### src/rtl/alu_req_arbiter_if.sv
// rtl/alu_req_arbiter_if.sv - requester, response and ALU-side signals of the ALU request arbiter
// slave: the arbiter itself; master: the requesters and the ALU seen from outside.
interface alu_req_arbiter_if #(
  parameter int IN_DATA_WIDTH  = 16,
  parameter int OUT_DATA_WIDTH = 32
);
  logic                      REQ0_VALID;
  logic                      REQ0_READY;
  logic [IN_DATA_WIDTH-1:0]  REQ0_A;
  logic [IN_DATA_WIDTH-1:0]  REQ0_B;
  logic [3:0]                REQ0_FUN;
  logic                      REQ1_VALID;
  logic                      REQ1_READY;
  logic [IN_DATA_WIDTH-1:0]  REQ1_A;
  logic [IN_DATA_WIDTH-1:0]  REQ1_B;
  logic [3:0]                REQ1_FUN;
  logic                      RSP0_VALID;
  logic                      RSP1_VALID;
  logic                      RSP0_READY;
  logic                      RSP1_READY;
  logic [OUT_DATA_WIDTH-1:0] RSP_DATA;
  logic                      RSP_ERR;
  logic [IN_DATA_WIDTH-1:0]  ALU_A;
  logic [IN_DATA_WIDTH-1:0]  ALU_B;
  logic                      Arith_Enable;
  logic                      Logic_Enable;
  logic                      CMP_Enable;
  logic                      Shift_Enable;
  logic [1:0]                ALU_FUN_SEL;
  logic [OUT_DATA_WIDTH-1:0] ALU_OUT;
  logic                      ALU_FLAG;
  logic                      BUSY;

  modport slave (
    input  REQ0_VALID, REQ0_A, REQ0_B, REQ0_FUN,
    input  REQ1_VALID, REQ1_A, REQ1_B, REQ1_FUN,
    input  RSP0_READY, RSP1_READY, ALU_OUT, ALU_FLAG,
    output REQ0_READY, REQ1_READY, RSP0_VALID, RSP1_VALID, RSP_DATA, RSP_ERR,
    output ALU_A, ALU_B, Arith_Enable, Logic_Enable, CMP_Enable, Shift_Enable,
    output ALU_FUN_SEL, BUSY
  );

  modport master (
    output REQ0_VALID, REQ0_A, REQ0_B, REQ0_FUN,
    output REQ1_VALID, REQ1_A, REQ1_B, REQ1_FUN,
    output RSP0_READY, RSP1_READY, ALU_OUT, ALU_FLAG,
    input  REQ0_READY, REQ1_READY, RSP0_VALID, RSP1_VALID, RSP_DATA, RSP_ERR,
    input  ALU_A, ALU_B, Arith_Enable, Logic_Enable, CMP_Enable, Shift_Enable,
    input  ALU_FUN_SEL, BUSY
  );
endinterface

### src/rtl/alu_req_arbiter.sv
// rtl/alu_req_arbiter.sv - round-robin arbiter sharing one registered ALU between two requesters
// One operation in flight: IDLE accept, ISSUE one unit, WAIT for the registered result, RESP to the owner.
module alu_req_arbiter #(
  parameter int IN_DATA_WIDTH  = 16,
  parameter int OUT_DATA_WIDTH = 32
) (
  input logic              CLK,
  input logic              RST,
  alu_req_arbiter_if.slave bus
);

  typedef enum logic [1:0] {S_IDLE, S_ISSUE, S_WAIT, S_RESP} state_t;

  state_t                    state, state_n;
  logic                      last_q;
  logic                      owner_q;
  logic [1:0]                unit_q;
  logic [1:0]                sel_q;
  logic [IN_DATA_WIDTH-1:0]  a_q;
  logic [IN_DATA_WIDTH-1:0]  b_q;
  logic [OUT_DATA_WIDTH-1:0] rsp_data_q;
  logic                      rsp_err_q;

  logic       grant0, grant1;
  logic       rsp0_valid, rsp1_valid;
  logic [3:0] unit_en;
  logic       rsp_taken;

  always_ff @(posedge CLK) begin
    if (RST) begin
      state <= S_IDLE;
    end else begin
      state <= state_n;
    end
  end

  always_comb begin
    state_n    = state;
    grant0     = 1'b0;
    grant1     = 1'b0;
    rsp0_valid = 1'b0;
    rsp1_valid = 1'b0;
    unit_en    = 4'b0000;
    rsp_taken  = 1'b0;
    case (state)
      S_IDLE: begin
        // On contention the requester that was not served last wins
        if (!RST) begin
          grant1 = bus.REQ1_VALID && (!bus.REQ0_VALID || !last_q);
          grant0 = bus.REQ0_VALID && !grant1;
        end
        if (grant0 || grant1) begin
          state_n = S_ISSUE;
        end
      end
      S_ISSUE: begin
        unit_en[unit_q] = 1'b1;
        state_n         = S_WAIT;
      end
      S_WAIT: begin
        state_n = S_RESP;
      end
      S_RESP: begin
        rsp0_valid = !owner_q;
        rsp1_valid = owner_q;
        rsp_taken  = owner_q ? bus.RSP1_READY : bus.RSP0_READY;
        if (rsp_taken) begin
          state_n = S_IDLE;
        end
      end
      default: begin
        state_n = S_IDLE;
      end
    endcase
  end

  always_ff @(posedge CLK) begin
    if (RST) begin
      last_q     <= 1'b1;
      owner_q    <= 1'b0;
      unit_q     <= 2'b00;
      sel_q      <= 2'b00;
      a_q        <= '0;
      b_q        <= '0;
      rsp_data_q <= '0;
      rsp_err_q  <= 1'b0;
    end else begin
      if (grant0 || grant1) begin
        owner_q <= grant1;
        a_q     <= grant1 ? bus.REQ1_A : bus.REQ0_A;
        b_q     <= grant1 ? bus.REQ1_B : bus.REQ0_B;
        unit_q  <= grant1 ? bus.REQ1_FUN[3:2] : bus.REQ0_FUN[3:2];
        sel_q   <= grant1 ? bus.REQ1_FUN[1:0] : bus.REQ0_FUN[1:0];
      end
      // A missing unit flag means no unit produced a result: report an error with zero data
      if (state == S_WAIT) begin
        rsp_data_q <= bus.ALU_FLAG ? bus.ALU_OUT : '0;
        rsp_err_q  <= !bus.ALU_FLAG;
      end
      if (rsp_taken) begin
        last_q <= owner_q;
      end
    end
  end

  assign bus.REQ0_READY   = grant0;
  assign bus.REQ1_READY   = grant1;
  assign bus.RSP0_VALID   = rsp0_valid;
  assign bus.RSP1_VALID   = rsp1_valid;
  assign bus.RSP_DATA     = rsp_data_q;
  assign bus.RSP_ERR      = rsp_err_q;
  assign bus.ALU_A        = a_q;
  assign bus.ALU_B        = b_q;
  assign bus.ALU_FUN_SEL  = sel_q;
  assign bus.Arith_Enable = unit_en[0];
  assign bus.Logic_Enable = unit_en[1];
  assign bus.CMP_Enable   = unit_en[2];
  assign bus.Shift_Enable = unit_en[3];
  assign bus.BUSY         = (state != S_IDLE);

endmodule

### src/flat_wrapper.sv
// flat-port wrapper written by rule: the top's interface ports become plain ports
module alu_req_arbiter_flat 
#(
  parameter int IN_DATA_WIDTH  = 16,
  parameter int OUT_DATA_WIDTH = 32
)
  (CLK, RST, bus_REQ0_VALID, bus_REQ0_A, bus_REQ0_B, bus_REQ0_FUN, bus_REQ1_VALID, bus_REQ1_A, bus_REQ1_B, bus_REQ1_FUN, bus_RSP0_READY, bus_RSP1_READY, bus_ALU_OUT, bus_ALU_FLAG, bus_REQ0_READY, bus_REQ1_READY, bus_RSP0_VALID, bus_RSP1_VALID, bus_RSP_DATA, bus_RSP_ERR, bus_ALU_A, bus_ALU_B, bus_Arith_Enable, bus_Logic_Enable, bus_CMP_Enable, bus_Shift_Enable, bus_ALU_FUN_SEL, bus_BUSY);
  alu_req_arbiter_if #(.IN_DATA_WIDTH(IN_DATA_WIDTH), .OUT_DATA_WIDTH(OUT_DATA_WIDTH)) bus_i ();
  input logic CLK;
  input logic RST;
  input wire logic [$bits(bus_i.REQ0_VALID)-1:0] bus_REQ0_VALID;
  input wire logic [$bits(bus_i.REQ0_A)-1:0] bus_REQ0_A;
  input wire logic [$bits(bus_i.REQ0_B)-1:0] bus_REQ0_B;
  input wire logic [$bits(bus_i.REQ0_FUN)-1:0] bus_REQ0_FUN;
  input wire logic [$bits(bus_i.REQ1_VALID)-1:0] bus_REQ1_VALID;
  input wire logic [$bits(bus_i.REQ1_A)-1:0] bus_REQ1_A;
  input wire logic [$bits(bus_i.REQ1_B)-1:0] bus_REQ1_B;
  input wire logic [$bits(bus_i.REQ1_FUN)-1:0] bus_REQ1_FUN;
  input wire logic [$bits(bus_i.RSP0_READY)-1:0] bus_RSP0_READY;
  input wire logic [$bits(bus_i.RSP1_READY)-1:0] bus_RSP1_READY;
  input wire logic [$bits(bus_i.ALU_OUT)-1:0] bus_ALU_OUT;
  input wire logic [$bits(bus_i.ALU_FLAG)-1:0] bus_ALU_FLAG;
  output wire logic [$bits(bus_i.REQ0_READY)-1:0] bus_REQ0_READY;
  output wire logic [$bits(bus_i.REQ1_READY)-1:0] bus_REQ1_READY;
  output wire logic [$bits(bus_i.RSP0_VALID)-1:0] bus_RSP0_VALID;
  output wire logic [$bits(bus_i.RSP1_VALID)-1:0] bus_RSP1_VALID;
  output wire logic [$bits(bus_i.RSP_DATA)-1:0] bus_RSP_DATA;
  output wire logic [$bits(bus_i.RSP_ERR)-1:0] bus_RSP_ERR;
  output wire logic [$bits(bus_i.ALU_A)-1:0] bus_ALU_A;
  output wire logic [$bits(bus_i.ALU_B)-1:0] bus_ALU_B;
  output wire logic [$bits(bus_i.Arith_Enable)-1:0] bus_Arith_Enable;
  output wire logic [$bits(bus_i.Logic_Enable)-1:0] bus_Logic_Enable;
  output wire logic [$bits(bus_i.CMP_Enable)-1:0] bus_CMP_Enable;
  output wire logic [$bits(bus_i.Shift_Enable)-1:0] bus_Shift_Enable;
  output wire logic [$bits(bus_i.ALU_FUN_SEL)-1:0] bus_ALU_FUN_SEL;
  output wire logic [$bits(bus_i.BUSY)-1:0] bus_BUSY;
  assign bus_i.REQ0_VALID = bus_REQ0_VALID;
  assign bus_i.REQ0_A = bus_REQ0_A;
  assign bus_i.REQ0_B = bus_REQ0_B;
  assign bus_i.REQ0_FUN = bus_REQ0_FUN;
  assign bus_i.REQ1_VALID = bus_REQ1_VALID;
  assign bus_i.REQ1_A = bus_REQ1_A;
  assign bus_i.REQ1_B = bus_REQ1_B;
  assign bus_i.REQ1_FUN = bus_REQ1_FUN;
  assign bus_i.RSP0_READY = bus_RSP0_READY;
  assign bus_i.RSP1_READY = bus_RSP1_READY;
  assign bus_i.ALU_OUT = bus_ALU_OUT;
  assign bus_i.ALU_FLAG = bus_ALU_FLAG;
  assign bus_REQ0_READY = bus_i.REQ0_READY;
  assign bus_REQ1_READY = bus_i.REQ1_READY;
  assign bus_RSP0_VALID = bus_i.RSP0_VALID;
  assign bus_RSP1_VALID = bus_i.RSP1_VALID;
  assign bus_RSP_DATA = bus_i.RSP_DATA;
  assign bus_RSP_ERR = bus_i.RSP_ERR;
  assign bus_ALU_A = bus_i.ALU_A;
  assign bus_ALU_B = bus_i.ALU_B;
  assign bus_Arith_Enable = bus_i.Arith_Enable;
  assign bus_Logic_Enable = bus_i.Logic_Enable;
  assign bus_CMP_Enable = bus_i.CMP_Enable;
  assign bus_Shift_Enable = bus_i.Shift_Enable;
  assign bus_ALU_FUN_SEL = bus_i.ALU_FUN_SEL;
  assign bus_BUSY = bus_i.BUSY;
  alu_req_arbiter #(.IN_DATA_WIDTH(IN_DATA_WIDTH), .OUT_DATA_WIDTH(OUT_DATA_WIDTH)) u_core (.CLK(CLK), .RST(RST), .bus(bus_i));
endmodule
### config.mk
export PLATFORM = sky130hd
export DESIGN_NAME = alu_req_arbiter_flat
export DESIGN_NICKNAME = d
export VERILOG_FILES = /design/src/rtl/alu_req_arbiter_if.sv /design/src/rtl/alu_req_arbiter.sv /design/src/flat_wrapper.sv
export SDC_FILE = /design/constraint.sdc
export NUM_CORES = 1
export LEC_CHECK = 0
export ABC_AREA = 1
export CAP_MARGIN = 20
export CORE_UTILIZATION = 34
export DETAILED_ROUTE_END_ITERATION = 10
export PLACE_DENSITY = 0.78
export SKIP_LAST_GASP = 1
export SLEW_MARGIN = 0
export SYNTH_ARGS = -nofsm -noshare
export SYNTH_HDL_FRONTEND = slang
export SYNTH_SLANG_ARGS = --single-unit
### constraint.sdc
create_clock -name CLK -period 1.9 [get_ports CLK]
set_clock_uncertainty 0.1 [all_clocks]
set_input_delay 0.38 -clock CLK [delete_from_list [all_inputs] [get_ports CLK]]
set_output_delay 0.38 -clock CLK [all_outputs]
set_load 0.02 [all_outputs]
==> run metrics, run 1 <==
status=finished, final reports clean; Max-slew headroom=63.01%; global placer's final weighted congestion=0.8130; DRC=0; RSZ-0062 raised after global routing=true; Least-Margin Pin Slew=0.5548 ns; worst hold start=RST; Area Growth Syn to Fin=67.99%; CP Class=reg2out; vias=3,562; arrival time worst endpoint=1.40 ns; core area=9284 um2; CP startpoint=u_core.state[1]; share of cells above drive strength 1=10.81%; All-Layer GR Usage=19.71%; register area=1466 um2; critical path cell sequence=inv_4 -> ha_2 -> inv_2 -> nor3_1 -> clkbuf_2; ant diodes=0; die area=10,020 um2; vias in the first global route=3,438; setup TNS=0 ns; Die Wd=100.1 um; first-pass GRT wire length=15,740 um; flop-to-flop setup slack=0.32 ns; Fmax=533.3 MHz; crit start category=flip-flop; Yosys warnings=0; maximum VDD drop=454.4 uV; DP Wirelength=7549 um; Critical Path Sink Type=output pin; Worst R2R Path Depth=9; Longest Clk Path Bufs=2; CTS tree=built; Distinct cells, synth=23; area of the multi-input gates=1605 um2; Detail Route Antenna Nets=0; Routed WL per cell=12.72 um; crit path max fanout=4; worst hold path cell count=3; # Max-Cap Violations=0; initial DRC count=69; nets=769; Mean Syn Cell Area=7.006 um2; PwrDens=984.1 nW/um2; remaining global-route overflow=0; PortBufs=186; Syn Nets=583; DIE HEIGHT=100.1 um; worst r2r src=u_core.state[0]; CP max stage cell=dfxtp_4; Gate Count Post-Synth=467; Worst path max stage delay=0.37 ns; worst hold-check path type=in2reg; FF+latch count, synth=73; dpl ws=-0.1005 ns; Period Utilization, post-route=98.69%; drt pass-1 iters=4; Vias/cell=4.532; Final WS setup=0.02481 ns; largest net degree at the start of global routing=55; RR Endpoint=u_core.bus.ALU_B[13]; clk root buf=clkbuf_8; Fillers=855; initial antenna violation count=0; Worst Hold Endpoint=u_core.last_q; worst skew pair latency=0.33 ns; Clock transition at path regs=0.08 ns; Cell Rows=35; initial core utilization=35.24%; I/O pins=187; Final Setup Violations=0; Tmin final=1.875 ns; CTS Buf Count=9; register area share after synthesis=44.67%; Fin. Hold Viols=0; Static Leak=0.002273 uW; Routed WL=9997 um; CP required=1.42 ns; post-layout util=59.20%; htree depth=3; Final Slew Violations=0; Sink Count=73; Post-Syn Area=3272 um2
cell usage in the layout (no fill, tap or decap), drive strengths merged:
master / count
nand3: 8
dlygate4sd2: 1
nand3b: 16
clkdlybuf4s15: 1
bufinv: 1
nand4: 1
ha: 5
o21ai: 2
or2: 19
nor2: 150
o211ai: 1
a21oi: 34
nand2: 111
buf: 22
dlymetal6s2s: 2
clkinvlp: 1
clkbuf: 12
inv: 16
dfxtp: 73
nor3: 4
clkinv: 3
clkdlybuf4s50: 174
worst max-delay path by stage:
| stage | to | slack [ns] | cells after the start |
|---|---|---|---|
| 2_1_floorplan | bus_REQ0_READY | 0.10 | 7 |
| 3_3_place_gp | u_core.bus.ALU_A[13] | -0.07 | 8 |
| 3_5_place_dp | u_core.bus.ALU_B[15] | -0.10 | 8 |
| 4_1_cts | bus_Arith_Enable | -0.18 | 5 |
| 5_1_grt | bus_Arith_Enable | -0.05 | 5 |
| 6_report | bus_Arith_Enable | 0.02 | 5 |
cells in the mapped netlist:
| library cell | number | share of area (%) |
|---|---|---|
| nor2_1 | 149 | 17 |
| nand2_1 | 110 | 13 |
| dfxtp_1 | 73 | 45 |
| a21oi_1 | 34 | 5.2 |
| nand3b_1 | 16 | 3.7 |
| or2_2 | 16 | 3.1 |
| inv_1 | 15 | 1.7 |
| buf_6 | 9 | 3.1 |
| clkbuf_1 | 8 | 0.92 |
| nand3_1 | 7 | 1.1 |
| buf_1 | 5 | 0.57 |
| ha_1 | 5 | 1.9 |
| nor3_1 | 4 | 0.61 |
| buf_2 | 3 | 0.46 |
| or2_0 | 3 | 0.57 |
| buf_4 | 2 | 0.46 |
| o21ai_0 | 2 | 0.31 |
| inv_2 | 1 | 0.11 |
| nand2_4 | 1 | 0.34 |
| nand3_2 | 1 | 0.31 |
| nand4_4 | 1 | 0.65 |
| nor2_4 | 1 | 0.34 |
| o211ai_1 | 1 | 0.23 |
routing by layer:
layer	wire (um)	GRT usage, %	vias to the layer above
met5	0	0	-
met4	147	6.132	0
met3	773	5.641	14
met2	5048	37.29	129
met1	4027	21.04	1609
li1	-	-	1810
critical path, delay by kind of cell, from the launching register on:
kind / cells / cell delay, ns
flops: 1 / 0.37
fa+ha+maj: 1 / 0.18
simple gates: 1 / 0.17
buf+inv: 3 / 0.35
per-stage QoR:
step                      instance area, um2  hold WS (ns)  instances  power [uW]
after CTS                               5460        0.3191        784        5438
after floorplan                         3272        0.3663        467        3163
after global routing                    5497        0.3456        786        5751
after global placement                  5260        0.3521        769        4119
final                                   5497        0.3424        786        5409
after detailed placement                5260        0.3541        769        4184
repair_timing:
action / 4_1_cts / 5_1_grt
gates resized for setup: 28 / 16
setup buffers: 0 / 2
hold buffers: 0 / 0
pin swaps: 0 / 2
setup endpoints to repair: 9 / 8
sequential cells by signal, summed over array words and instances (netlist names):
register,count
u_core.bus.ALU_A,16
u_core.bus.ALU_B,16
u_core.state,2
u_core.bus.RSP_ERR,1
u_core.bus.ALU_FUN_SEL,2
u_core.bus.RSP_DATA,32
u_core.owner_q,1
u_core.unit_q,2
u_core.last_q,1
final cells by class:
class | count | share of cell area (%)
repair buffers | 202 | 36.51
multi-input cells | 351 | 29.21
flip-flops and latches | 73 | 26.68
well taps | 129 | 2.936
clock buffers | 10 | 2.504
inverters | 16 | 1.138
clock inverters | 5 | 1.024
where the power goes:
group / switching, uW / internal [uW]
registers: 166 / 1820
clock network: 581 / 634
logic: 1150 / 1060
logic make-up (layout without fill, tap and decap cells):
kind of cell / after synthesis / after routing / synth area share (%)
simple gates: 309 / 309 / 40.34
flops: 73 / 73 / 44.67
buf+inv: 43 / 233 / 7.342
compound gates: 37 / 37 / 5.736
fa+ha+maj: 5 / 5 / 1.912
Note: power is estimated with default switching activity, not from simulation.
==> run 2: changes to the inputs <==
--- a/config.mk
+++ b/config.mk
@@ -6,7 +6,7 @@
 export NUM_CORES = 1
 export LEC_CHECK = 0
 export ABC_AREA = 1
-export CAP_MARGIN = 20
+export CAP_MARGIN = 40
 export CORE_UTILIZATION = 34
 export DETAILED_ROUTE_END_ITERATION = 10
 export PLACE_DENSITY = 0.78
==> results of run 2 <==
The final DEF is identical to that of run 1; final timing and power are the same.
